`config.mk`:
```
export PLATFORM = sky130hd
export DESIGN_NAME = uart_char_rx
export DESIGN_NICKNAME = d
export VERILOG_FILES = /design/src/rtl/uart_pkg.sv /design/src/rtl/sync_2ff.sv /design/src/rtl/uart_char_rx.sv
export SDC_FILE = /design/constraint.sdc
export NUM_CORES = 1
export LEC_CHECK = 0
export CAP_MARGIN = 10
export CORE_MARGIN = 4
export CORE_UTILIZATION = 56
export DETAILED_ROUTE_END_ITERATION = 8
export PLACE_DENSITY = 0.78
export SLEW_MARGIN = 0
export SYNTH_ARGS = -nofsm -noshare
export SYNTH_HDL_FRONTEND = slang
export SYNTH_SLANG_ARGS = --single-unit
```
`constraint.sdc`:
```
create_clock -name CLK_I -period 2.8 [get_ports CLK_I]
set_input_delay 0.84 -clock CLK_I [delete_from_list [all_inputs] [get_ports CLK_I]]
set_output_delay 0.84 -clock CLK_I [all_outputs]
set_load 0.02 [all_outputs]
```
`src/rtl/uart_pkg.sv`:
```
// Shared UART types and helpers: receiver FSM state encoding, bit-period math, line idle level.
package uart_pkg;

    typedef enum logic [2:0] {
        ST_IDLE      = 3'd0,
        ST_START     = 3'd1,
        ST_DATA      = 3'd2,
        ST_PARITY    = 3'd3,
        ST_STOP      = 3'd4,
        ST_WAIT_HIGH = 3'd5
    } uart_rx_state_t;

    localparam logic UART_IDLE_LEVEL = 1'b1;

    function automatic int clks_per_bit(input int clk_hz, input int baud);
        return clk_hz / baud;
    endfunction

endpackage

```
`src/rtl/sync_2ff.sv`:
```
// Two-flop synchronizer for asynchronous inputs; the reset value is chosen per use
// so an idle line does not look active while reset is released.
module sync_2ff #(
    parameter int              WIDTH   = 1,
    parameter logic [WIDTH-1:0] RST_VAL = '0
) (
    input  logic             clk,
    input  logic             rst_n,
    input  logic [WIDTH-1:0] d,
    output logic [WIDTH-1:0] q
);

    logic [WIDTH-1:0] meta;

    always_ff @(posedge clk or negedge rst_n) begin
        if (!rst_n) begin
            meta <= RST_VAL;
            q    <= RST_VAL;
        end else begin
            meta <= d;
            q    <= meta;
        end
    end

endmodule

```
`src/rtl/uart_char_rx.sv`:
```
// UART receiver (start + PAYLOAD_BITS + stop, LSB first) with mid-bit sampling and held CHAR_O.
// Optional even-parity bit enabled by defining UART_RX_PARITY_EN.
module uart_char_rx
    import uart_pkg::*;
#(
    parameter int CLK_FREQ_HZ  = 50_000_000,
    parameter int BAUD         = 115200,
    parameter int PAYLOAD_BITS = 8
) (
    input  logic                    CLK_I,
    input  logic                    RST_N_I,
    input  logic                    RX_I,
    output logic [PAYLOAD_BITS-1:0] CHAR_O,
    output logic                    VALID_O,
    output logic                    FRAME_ERR_O,
    output logic                    PARITY_ERR_O
);

    localparam int CPB = clks_per_bit(CLK_FREQ_HZ, BAUD);
    localparam int CW  = $clog2(CPB);
    localparam int BW  = $clog2(PAYLOAD_BITS + 1);

    localparam logic [CW-1:0] HALF_LAST = CW'(CPB / 2 - 1);
    localparam logic [CW-1:0] FULL_LAST = CW'(CPB - 1);
    localparam logic [BW-1:0] LAST_BIT  = BW'(PAYLOAD_BITS - 1);

    generate
        if (CPB < 4) begin : g_cpb_check
            $error("uart_char_rx: CLKS_PER_BIT must be >= 4");
        end
    endgenerate

    logic rx_s;

    sync_2ff #(.WIDTH(1), .RST_VAL(UART_IDLE_LEVEL)) u_rx_sync (
        .clk   (CLK_I),
        .rst_n (RST_N_I),
        .d     (RX_I),
        .q     (rx_s)
    );

    uart_rx_state_t          state, state_nxt;
    logic [CW-1:0]           cnt, cnt_nxt;
    logic [BW-1:0]           bit_idx, bit_nxt;
    logic [PAYLOAD_BITS-1:0] shreg, sh_nxt, char_nxt;
    logic                    valid_nxt, ferr_nxt;
`ifdef UART_RX_PARITY_EN
    logic                    pmis, pmis_nxt, perr_nxt;
`endif

    always_comb begin
        state_nxt = state;
        cnt_nxt   = cnt + 1'b1;
        bit_nxt   = bit_idx;
        sh_nxt    = shreg;
        char_nxt  = CHAR_O;
        valid_nxt = 1'b0;
        ferr_nxt  = 1'b0;
`ifdef UART_RX_PARITY_EN
        pmis_nxt  = pmis;
        perr_nxt  = 1'b0;
`endif
        case (state)
            ST_IDLE: begin
                cnt_nxt = '0;
                if (!rx_s) state_nxt = ST_START;
            end
            // Half-bit wait re-checks the start bit so short glitches are dropped.
            ST_START: begin
                if (cnt == HALF_LAST) begin
                    cnt_nxt   = '0;
                    bit_nxt   = '0;
                    state_nxt = rx_s ? ST_IDLE : ST_DATA;
`ifdef UART_RX_PARITY_EN
                    pmis_nxt  = 1'b0;
`endif
                end
            end
            ST_DATA: begin
                if (cnt == FULL_LAST) begin
                    cnt_nxt = '0;
                    sh_nxt  = {rx_s, shreg[PAYLOAD_BITS-1:1]};
                    bit_nxt = bit_idx + 1'b1;
                    if (bit_idx == LAST_BIT) begin
`ifdef UART_RX_PARITY_EN
                        state_nxt = ST_PARITY;
`else
                        state_nxt = ST_STOP;
`endif
                    end
                end
            end
`ifdef UART_RX_PARITY_EN
            ST_PARITY: begin
                if (cnt == FULL_LAST) begin
                    cnt_nxt   = '0;
                    pmis_nxt  = (rx_s != ^shreg);
                    state_nxt = ST_STOP;
                end
            end
`endif
            // A low stop bit outranks a parity mismatch; only the framing error is reported.
            ST_STOP: begin
                if (cnt == FULL_LAST) begin
                    cnt_nxt = '0;
                    if (!rx_s) begin
                        ferr_nxt  = 1'b1;
                        state_nxt = ST_WAIT_HIGH;
`ifdef UART_RX_PARITY_EN
                    end else if (pmis) begin
                        perr_nxt  = 1'b1;
                        state_nxt = ST_IDLE;
`endif
                    end else begin
                        char_nxt  = shreg;
                        valid_nxt = 1'b1;
                        state_nxt = ST_IDLE;
                    end
                end
            end
            ST_WAIT_HIGH: begin
                cnt_nxt = '0;
                if (rx_s) state_nxt = ST_IDLE;
            end
            default: begin
                cnt_nxt   = '0;
                state_nxt = ST_IDLE;
            end
        endcase
    end

    always_ff @(posedge CLK_I or negedge RST_N_I) begin
        if (!RST_N_I) begin
            state       <= ST_IDLE;
            cnt         <= '0;
            bit_idx     <= '0;
            shreg       <= '0;
            CHAR_O      <= '0;
            VALID_O     <= 1'b0;
            FRAME_ERR_O <= 1'b0;
        end else begin
            state       <= state_nxt;
            cnt         <= cnt_nxt;
            bit_idx     <= bit_nxt;
            shreg       <= sh_nxt;
            CHAR_O      <= char_nxt;
            VALID_O     <= valid_nxt;
            FRAME_ERR_O <= ferr_nxt;
        end
    end

`ifdef UART_RX_PARITY_EN
    always_ff @(posedge CLK_I or negedge RST_N_I) begin
        if (!RST_N_I) begin
            pmis         <= 1'b0;
            PARITY_ERR_O <= 1'b0;
        end else begin
            pmis         <= pmis_nxt;
            PARITY_ERR_O <= perr_nxt;
        end
    end
`else
    assign PARITY_ERR_O = 1'b0;
`endif

endmodule

```
==> flow_summary.ini <==
[cts]
cts-root-buf = clkbuf_4
cts_num_sinks = 36
clk_path_buf_depth = 2
postCtsHoldBufs = 0
post_cts_buffers = 0
cts_tree = yes
clock_latency_ns = 0.34
cts_buffers = 5
htree_levels = 2
clkTransAtPathRegs_ns = 0.11
cts_resized = 0

[place]
gp_congestion = 0.804
io_buffers = 12
post-place-ws_ns = 0.578
place_inst = 174
dpl.hpwl_um = 1950

[critical_path]
cp_max_fo = 9
cp-end-kind = flip-flop
critPathLaunchType = flip-flop
cp_data_required_time_ns = 3.04
cp.arrival_ns = 2.45
path_class = flip-flop to flip-flop

[global_routing]
grt_max_degree = 37
grt_use_total_pct = 16.7
antenna_found_initial = 0
grt_pass1_vias = 1026
grt_first_pass_wirelength_um = 4550
gr-total-overflow = 0

[sta]
setup_violations = 0
rsz0062_at_grt = no
fmax_ghz = 0.452
hold_violations = 0
period_minus_slack_ns = 2.21
period_share_pct = 79.0
clock_skew_ns = 0.0150
whs_ns = 0.360
drv_slew = 0
fin_ws_ns = 0.589
fin_tns_setup_ns = 0

[finish]
layout_commonest_cell = dfrtp_1
num_antenna_cells = 0
fin_nets = 157
multiInputGateArea_um2 = 678
final_cells = 182
final_cell_mix = 34 x dfrtp_1, 13 x nor2_1, 12 x clkdlybuf4s50_1, 8 x mux2_4
area_growth_pct = 14.2
drive_above_1_share_pct = 23.8
post-route-util_pct = 67.2
final-seq-area_um2 = 903
nFillCells = 215

[run]
maxCapViolCount = 0

[power_and_ir_drop]
p_leak_nw = 0.888
ir_worst_vdd_uv = 431
powerDensity_mw_per_mm2 = 480

[yosys]
syn_area_mm2 = 0.00164
synthFlopType = dfrtp_1
yosysTopAreaCellShare_pct = 52.0
synthTopCellsByArea = dfrtp_1 52%, mux2_4 7.3%, mux2_2 4.8%
synth_warnings = 0
synth-edff-count = 0
async_reset_ff_share_pct = 100
synth_top_area_cell = dfrtp_1
avgSynthCellArea_um2 = 12.4
ys_seq_area_share_pct = 55.2
syn-num-nets = 139
synthCells = 132
synth.distinct_cells = 42
synth_seq_cells = 36

[status]
status = finished clean

[die]
dieHeight_um = 62.1
die_w_um = 62.1
initial_core_util_pct = 58.8
core-area_mm2 = 0.00278
rows = 19
dieArea_mm2 = 0.00385
num_io_pins = 14

[drt]
drc_errors = 0
vias_per_cell = 5.65
wirelength_um = 2760
met1_length_um = 1160
highest_layer = met4
wl_met3_um = 109
drtIter0Drc = 28
vias = 1028
wire_per_inst_um = 15.1
ant_nets = 0
first_pass_iters = 4
wl_met2_um = 1440

[hold_path]
hold_path.class = flip-flop to flip-flop
[cell type report]
| cell class | count | area share, % |
|---|---|---|
| clock buffer | 5 | 2.01 |
| clock inverter | 3 | 2.28 |
| inverter | 7 | 1.41 |
| multi-input combinational | 85 | 36.3 |
| sequential | 36 | 48.3 |
| tap | 31 | 2.07 |
| timing repair buffer | 15 | 7.63 |
[critical path: stages (launching register included)]
cell	delay, ns
dfrtp_1	0.42
inv_1	0.09
ha_1	0.14
and4bb_2	0.26
nand2_2	0.08
or4_1	0.74
mux2_4	0.39
[final timing paths]
path	to	slack (ns)	startpoint	cells after the start
min in group asynchronous	VALID_O	0.89	RST_N_I	2
max in group asynchronous	u_rx_sync.meta	1.55	RST_N_I	2
max reg2reg	CHAR_O[0]	0.59	cnt[1]	6
min	u_rx_sync.q	0.36	u_rx_sync.meta	0
min reg2reg	u_rx_sync.q	0.36	u_rx_sync.meta	0
max	CHAR_O[0]	0.59	cnt[1]	6
[layer usage]
metal  GRT usage, %  up-vias
met2           28.7       14
met3           6.20        6
met4           7.58        0
met1           18.3      512
met5              0        -
li1               -      496
[cells in the mapped netlist, types with 2 or more instances]
| cell | number |
|---|---|
| xor2_1 | 6 |
| nand3_1 | 5 |
| inv_1 | 7 |
| dfrtp_1 | 34 |
| o21ai_0 | 3 |
| nand2_1 | 6 |
| nor2_1 | 13 |
| nand4_1 | 2 |
| mux2_4 | 8 |
| ha_1 | 4 |
| dfstp_2 | 2 |
| xnor2_1 | 2 |
| nand2b_1 | 2 |
| o211ai_1 | 2 |
| mux2_2 | 7 |
| or3_1 | 2 |
| mux2i_1 | 2 |
[where the power goes]
part / total [mW] / switching (mW) / internal [mW] / leakage, nW
combinational: 0.0155 / 0.0118 / 0.00371 / 0.366
sequential: 0.523 / 0.000943 / 0.522 / 0.481
clock: 0.359 / 0.173 / 0.186 / 0.0412
total: 0.897 / 0.185 / 0.712 / 0.888
[kinds of logic (layout without fill, tap and decap cells)]
logic type                 count (synthesis)  count (layout)  synth area share, %
AOI/OAI and AO/OA                         11              11                 4.97
xor gates and xnor gates                   8               8                 4.28
adders and majority gates                  4               4                 3.06
buffers and inverters                     11              30                 3.36
DFF                                       36              36                 55.2
muxes                                     17              17                 13.4
other                                      1               1                0.229
and+or+nand+nor                           44              44                 15.5
[flip-flops by register name, indices dropped and copies added, names as in the netlist]
| name | cells |
|---|---|
| shreg | 8 |
| state | 3 |
| u_rx_sync.q | 1 |
| FRAME_ERR_O | 1 |
| CHAR_O | 8 |
| u_rx_sync.meta | 1 |
| VALID_O | 1 |
| bit_idx | 4 |
| cnt | 9 |
[metrics by stage]
| stage | power, mW | instance area (µm²) |
|---|---|---|
| 3_5_place_dp | 0.550 | 1790 |
| 4_1_cts | 0.911 | 1870 |
| 5_1_grt | 0.939 | 1870 |
| 3_3_place_gp | 0.549 | 1790 |
| 6_report | 0.897 | 1870 |
| 2_1_floorplan | 0.536 | 1640 |
Power figures use the tool's default switching activity.
